[config.mk]
export PLATFORM = sky130hd
export DESIGN_NAME = jtag_dtm
export DESIGN_NICKNAME = d
export VERILOG_FILES = /design/src/rtl/jtag_dtm.sv
export SDC_FILE = /design/constraint.sdc
export NUM_CORES = 1
export LEC_CHECK = 0
export ABC_AREA = 1
export CORE_MARGIN = 2
export CORE_UTILIZATION = 40
export DETAILED_ROUTE_END_ITERATION = 10
export SETUP_SLACK_MARGIN = 0.15
export SYNTH_ARGS = -nofsm -noshare
export SYNTH_HDL_FRONTEND = slang
export SYNTH_SLANG_ARGS = --single-unit
[constraint.sdc]
create_clock -name clk -period 2.78 [get_ports clk]
set_clock_uncertainty 0.1 [all_clocks]
set_input_delay 0.556 -clock clk [delete_from_list [all_inputs] [get_ports clk]]
set_output_delay 0.556 -clock clk [all_outputs]
set_load 0.02 [all_outputs]
[src/rtl/jtag_dtm.sv]
// JTAG Debug Transport Module: oversamples the JTAG pins in the system clock
// domain, runs the IEEE 1149.1 TAP and turns DMI scans into DMI requests.
module jtag_dtm #(
  parameter int unsigned AddressWidth = 7,
  parameter int unsigned DataWidth    = 32,
  parameter logic [31:0] IdCode       = 32'h1000_0001
) (
  input  logic                    clk,
  input  logic                    rst,
  input  logic                    tck,
  input  logic                    tms,
  input  logic                    tdi,
  output logic                    tdo,
  output logic                    tdo_en,
  output logic                    dmi_req_valid,
  input  logic                    dmi_req_ready,
  output logic [AddressWidth-1:0] dmi_req_addr,
  output logic [DataWidth-1:0]    dmi_req_data,
  output logic [1:0]              dmi_req_op,
  input  logic                    dmi_rsp_valid,
  output logic                    dmi_rsp_ready,
  input  logic [DataWidth-1:0]    dmi_rsp_data,
  input  logic [1:0]              dmi_rsp_op
);

  localparam int unsigned DrWidth = AddressWidth + DataWidth + 2;
  localparam logic [5:0]  Abits   = 6'(AddressWidth);

  localparam logic [3:0] TLR      = 4'd0;
  localparam logic [3:0] RTI      = 4'd1;
  localparam logic [3:0] SEL_DR   = 4'd2;
  localparam logic [3:0] CAP_DR   = 4'd3;
  localparam logic [3:0] SHIFT_DR = 4'd4;
  localparam logic [3:0] EXIT1_DR = 4'd5;
  localparam logic [3:0] PAUSE_DR = 4'd6;
  localparam logic [3:0] EXIT2_DR = 4'd7;
  localparam logic [3:0] UPD_DR   = 4'd8;
  localparam logic [3:0] SEL_IR   = 4'd9;
  localparam logic [3:0] CAP_IR   = 4'd10;
  localparam logic [3:0] SHIFT_IR = 4'd11;
  localparam logic [3:0] EXIT1_IR = 4'd12;
  localparam logic [3:0] PAUSE_IR = 4'd13;
  localparam logic [3:0] EXIT2_IR = 4'd14;
  localparam logic [3:0] UPD_IR   = 4'd15;

  localparam logic [4:0] IrIdcode = 5'h01;
  localparam logic [4:0] IrDtmcs  = 5'h10;
  localparam logic [4:0] IrDmi    = 5'h11;

  localparam logic [1:0] SelBypass = 2'd0;
  localparam logic [1:0] SelIdcode = 2'd1;
  localparam logic [1:0] SelDtmcs  = 2'd2;
  localparam logic [1:0] SelDmi    = 2'd3;

  logic [1:0]              tck_sync, tms_sync, tdi_sync;
  logic                    tck_q;
  logic                    rise, fall, tms_s, tdi_s;
  logic [3:0]              tap, tap_next;
  logic [4:0]              ir, ir_shift;
  logic [DrWidth-1:0]      dr_shift, dr_shifted, dr_cap;
  logic [1:0]              dr_sel;
  logic [1:0]              sticky, dmi_cap_op;
  logic                    busy, drain;
  logic [AddressWidth-1:0] last_addr;
  logic [DataWidth-1:0]    last_data;
  logic                    dmi_capture, dmi_update, dtmcs_update, hard_now;
  logic                    rsp_hs, rsp_take;
  logic [1:0]              upd_op;

  // Two-flop synchronizers plus a TCK history flop for edge detection
  always_ff @(posedge clk) begin
    if (rst) begin
      tck_sync <= '0;
      tms_sync <= '0;
      tdi_sync <= '0;
      tck_q    <= 1'b0;
    end else begin
      tck_sync <= {tck_sync[0], tck};
      tms_sync <= {tms_sync[0], tms};
      tdi_sync <= {tdi_sync[0], tdi};
      tck_q    <= tck_sync[1];
    end
  end

  assign rise  = tck_sync[1] & ~tck_q;
  assign fall  = ~tck_sync[1] & tck_q;
  assign tms_s = tms_sync[1];
  assign tdi_s = tdi_sync[1];

  // TAP next-state function
  always_comb begin
    tap_next = TLR;
    case (tap)
      TLR:      tap_next = tms_s ? TLR      : RTI;
      RTI:      tap_next = tms_s ? SEL_DR   : RTI;
      SEL_DR:   tap_next = tms_s ? SEL_IR   : CAP_DR;
      CAP_DR:   tap_next = tms_s ? EXIT1_DR : SHIFT_DR;
      SHIFT_DR: tap_next = tms_s ? EXIT1_DR : SHIFT_DR;
      EXIT1_DR: tap_next = tms_s ? UPD_DR   : PAUSE_DR;
      PAUSE_DR: tap_next = tms_s ? EXIT2_DR : PAUSE_DR;
      EXIT2_DR: tap_next = tms_s ? UPD_DR   : SHIFT_DR;
      UPD_DR:   tap_next = tms_s ? SEL_DR   : RTI;
      SEL_IR:   tap_next = tms_s ? TLR      : CAP_IR;
      CAP_IR:   tap_next = tms_s ? EXIT1_IR : SHIFT_IR;
      SHIFT_IR: tap_next = tms_s ? EXIT1_IR : SHIFT_IR;
      EXIT1_IR: tap_next = tms_s ? UPD_IR   : PAUSE_IR;
      PAUSE_IR: tap_next = tms_s ? EXIT2_IR : PAUSE_IR;
      EXIT2_IR: tap_next = tms_s ? UPD_IR   : SHIFT_IR;
      UPD_IR:   tap_next = tms_s ? SEL_DR   : RTI;
      default:  tap_next = TLR;
    endcase
  end

  // DR selection, capture values and the one-bit shift of the selected DR
  always_comb begin
    case (ir)
      IrIdcode: dr_sel = SelIdcode;
      IrDtmcs:  dr_sel = SelDtmcs;
      IrDmi:    dr_sel = SelDmi;
      default:  dr_sel = SelBypass;
    endcase

    if (sticky != 2'd0)
      dmi_cap_op = sticky;
    else if (busy)
      dmi_cap_op = 2'd3;
    else
      dmi_cap_op = 2'd0;

    case (dr_sel)
      SelIdcode: dr_cap = DrWidth'(IdCode);
      SelDtmcs:  dr_cap = DrWidth'({17'b0, 3'd1, sticky, Abits, 4'd1});
      SelDmi:    dr_cap = {last_addr, last_data, dmi_cap_op};
      default:   dr_cap = '0;
    endcase

    // tdi enters the MSB of the active register length
    dr_shifted = dr_shift >> 1;
    case (dr_sel)
      SelIdcode, SelDtmcs: dr_shifted[31] = tdi_s;
      SelDmi:              dr_shifted[DrWidth-1] = tdi_s;
      default: begin
        dr_shifted    = '0;
        dr_shifted[0] = tdi_s;
      end
    endcase
  end

  // TAP state, IR and DR shift paths; tdo/tdo_en move on falling events only
  always_ff @(posedge clk) begin
    if (rst) begin
      tap      <= TLR;
      ir       <= IrIdcode;
      ir_shift <= '0;
      dr_shift <= '0;
      tdo      <= 1'b0;
      tdo_en   <= 1'b0;
    end else begin
      if (tap == TLR)
        ir <= IrIdcode;
      if (rise) begin
        tap <= tap_next;
        case (tap)
          CAP_IR:   ir_shift <= 5'b00001;
          SHIFT_IR: ir_shift <= {tdi_s, ir_shift[4:1]};
          UPD_IR:   ir       <= ir_shift;
          CAP_DR:   dr_shift <= dr_cap;
          SHIFT_DR: dr_shift <= dr_shifted;
          default:  ;
        endcase
      end
      if (fall) begin
        tdo_en <= (tap == SHIFT_IR) || (tap == SHIFT_DR);
        tdo    <= (tap == SHIFT_IR) ? ir_shift[0] : dr_shift[0];
      end
    end
  end

  assign upd_op       = dr_shift[1:0];
  assign dmi_capture  = rise && (tap == CAP_DR) && (ir == IrDmi);
  assign dmi_update   = rise && (tap == UPD_DR) && (ir == IrDmi) &&
                        ((upd_op == 2'd1) || (upd_op == 2'd2));
  assign dtmcs_update = rise && (tap == UPD_DR) && (ir == IrDtmcs);
  assign hard_now     = dtmcs_update && dr_shift[17];
  assign rsp_hs       = dmi_rsp_valid && dmi_rsp_ready;
  assign rsp_take     = rsp_hs && !hard_now;

  // drain keeps accepting the response of a request abandoned after dm took it
  assign dmi_rsp_ready = (busy | drain) & ~dmi_req_valid;

  // DMI request/response bookkeeping; later statements take priority
  always_ff @(posedge clk) begin
    if (rst) begin
      sticky        <= '0;
      busy          <= 1'b0;
      drain         <= 1'b0;
      last_addr     <= '0;
      last_data     <= '0;
      dmi_req_valid <= 1'b0;
      dmi_req_addr  <= '0;
      dmi_req_data  <= '0;
      dmi_req_op    <= '0;
    end else begin
      if (dmi_req_valid && dmi_req_ready)
        dmi_req_valid <= 1'b0;

      if (rsp_take) begin
        if (drain) begin
          drain <= 1'b0;
        end else begin
          last_data <= dmi_rsp_data;
          busy      <= 1'b0;
          if ((dmi_rsp_op == 2'd2) && (sticky == 2'd0))
            sticky <= 2'd2;
        end
      end

      if (dmi_capture && (sticky == 2'd0) && busy)
        sticky <= 2'd3;

      if (dmi_update) begin
        if (busy) begin
          sticky <= 2'd3;
        end else if ((sticky == 2'd0) && !drain) begin
          dmi_req_valid <= 1'b1;
          dmi_req_addr  <= dr_shift[DrWidth-1:DataWidth+2];
          dmi_req_data  <= dr_shift[DataWidth+1:2];
          dmi_req_op    <= upd_op;
          last_addr     <= dr_shift[DrWidth-1:DataWidth+2];
          busy          <= 1'b1;
        end
      end

      if (dtmcs_update && dr_shift[16])
        sticky <= 2'd0;

      // A request dm already accepted still owes a response; drain absorbs it
      // unless that response is being handed over in this very cycle.
      if (hard_now) begin
        sticky        <= 2'd0;
        busy          <= 1'b0;
        dmi_req_valid <= 1'b0;
        drain         <= (drain || (busy && (!dmi_req_valid || dmi_req_ready))) && !rsp_hs;
      end
    end
  end

endmodule

==> run summary <==
Max Slew Vio Count - 0
GP Congestion - 0.832
# Post-CTS Setup Buffers - 0
Setup CP Type - flip-flop to output port
Total GRT Usage - 0.189
first-pass GRT wire length - 24.8 mm
Worst VDD drop - 0.397 mV
Syn Std Cell Area - 6150 sq um
Avg Cell Area, Syn - 6.93 sq um
# nets final - 1000
antenna violations before repair - 0
die area - 16400 sq um
core box area - 15100 sq um
via/cell ratio - 4.86
Die Ht - 128 microns
DRT Pass-1 Iters - 4
ant diodes - 0
max-cap violation count - 0
root buf cell - clkbuf_16
Hold Vio Cnt, Final - 0
main area contributors after synthesis - dfxtp_1 (46%), nand2_1 (11%), nor2_1 (11%)
number of DRC markers in iteration 0 - 334
Critical Path Fanout Max - 7
slew margin rel. - 0.468
arrival time worst endpoint - 1.66 ns
Bufs on Longest Clock Path - 2
Clock Sinks - 142
setup TNS - 0 ns
vias in the first global route - 5057
maximum clock rate - 432 MHz
layout overhead on the synthesized area - 25.3%
post-cts resize count - 0
Tmin final - 2.31 ns
RSZ-0062 raised after global routing - false
Power, Total - 0.00439 W
Synthesis Warnings - 0
Clk pin slew, worst setup/hold paths - 0.06 ns
most frequent cells in the layout - nand2_1 (186), nor2_1 (184), dfxtp_1 (142), o21ai_0 (94), clkdlybuf4s50_1 (85)
Die W - 128 microns
H-tree depth - 4
vias - 5621
Synth top area share - 0.462
PD cells - 569 nW/um^2
DRC viols - 0
share of the yosys chip area belonging to registers - 0.462
Worst Hold Class - flip-flop to flip-flop
final WL - 14.9 mm
I/O pin count - 86
dpl hpwl - 9.50 mm
grt total ovfl - 0
Worst setup EP type - output port
Skew-Pair Late Insertion Delay - 0.42 ns
initial core utilization - 0.408
outcome - completed
CTS buffer count - 17
DP Worst Slack - 0.438 ns
CTS tree - built
fin worst setup slack - 0.466 ns
Area after DPL - 7140 sq um
pin count of the biggest net entering global routing - 77
Synth Net Count - 932
# setup viols final - 0
final core occ - 0.511
Seq cells post-synth - 142
commonest non-fill, non-tap cell in the layout - nand2_1
std cell rows - 45
number of nets with antenna violations after routing - 0
cell leakage power - 3.38 nW
design area - 7710 sq um
share of cells above drive strength 1 - 0.0692
synth unique cells - 33
number of buffers inserted by hold repair at cts - 0
Worst Tran Pin Value - 0.798 ns
Mapped Cells - 887
routed wire length per instance - 12.9 microns
area leader, netlist - dfxtp_1
Crit path required time - 2.12 ns
fin crit share - 0.832
IO buf count - 85
Worst Setup Start Kind - flip-flop
==> Yosys cell counts (all sizes together) <==
master / instances
nand3: 19
nand4: 2
nor3: 4
a21oi: 92
a211oi: 1
nor2: 190
a22oi: 2
o221ai: 1
ha: 4
dfxtp: 142
nand2: 189
inv: 87
a31oi: 3
nor3b: 2
xor2: 1
nand3b: 1
and3: 1
clkbuf: 23
buf: 26
o21ai: 94
o211ai: 3
==> critical path, cell delays in order, from the launching register on <==
cell and delay [ns]:
dfxtp_1 0.45, nor2_1 0.09, nor2_1 0.10, clkdlybuf4s50_1 0.61
==> layout make-up <==
type | instances | area [sq um]
multi-input cells | 609 | 2740
repair buffers | 98 | 998
well taps | 188 | 235
fillers | 1557 | 7380
inverters | 87 | 327
flip-flops and latches | 142 | 2840
clock inverters | 10 | 114
clock buffers | 22 | 454
==> power by group <==
part           internal [W]  switching (W)
combinational     0.0000713      0.0000650
clock               0.00134       0.000865
sequential          0.00204     0.00000580
total               0.00345       0.000935
==> flip-flops by register name, indices dropped and copies added (netlist names) <==
register       count
dr_shift          41
dmi_req_data      32
last_data         32
last_addr          7
ir                 5
ir_shift           5
tap                4
dmi_req_op         2
sticky             2
tck_sync           2
tdi_sync           2
tms_sync           2
busy               1
dmi_req_valid      1
drain              1
tck_q              1
tdo                1
tdo_en             1
==> through the flow <==
stage / std cells / hold WS (ns)
floorplan: 887 / 0.288
global placement: 1124 / 0.288
detailed placement: 1124 / 0.298
CTS: 1156 / 0.306
global route: 1156 / 0.328
finish: 1156 / 0.304
==> cells by family (layout without fill, tap and decap cells) <==
| kind of cell | count (synthesis) | after routing | share of synthesized area |
|---|---|---|---|
| flip-flops | 142 | 142 | 0.462 |
| AND/OR/NAND/NOR | 408 | 408 | 0.263 |
| XOR/XNOR | 1 | 1 | 0.00142 |
| adder cells (fa/ha/maj) | 4 | 4 | 0.00814 |
| buffers and inverters | 136 | 217 | 0.0950 |
| AO/OA/AOI/OAI | 196 | 196 | 0.170 |
==> path summary, 6_finish.rpt <==
path	startpoint	to	slack, ns	cells past startpoint
max	busy$_SDFF_PP0_	dmi_rsp_ready	0.47	3
min	tdi_sync[0]$_SDFF_PP0_	tdi_sync[1]$_SDFF_PP0_	0.30	2
max reg2reg	ir[3]$_SDFF_PP0_	dr_shift[5]$_SDFFE_PP0P_	0.57	9
min reg2reg	tdi_sync[0]$_SDFF_PP0_	tdi_sync[1]$_SDFF_PP0_	0.30	2
==> layer usage <==
| metal | routed length, microns | vias to the layer above | global-route usage |
|---|---|---|---|
| li1 | - | 2935 | - |
| met4 | 244 | 0 | 0.0672 |
| met3 | 586 | 25 | 0.0405 |
| met2 | 6660 | 119 | 0.295 |
| met1 | 7400 | 2542 | 0.259 |
| met5 | 0 | - | 0 |
Note: power is estimated with default switching activity, not from simulation.
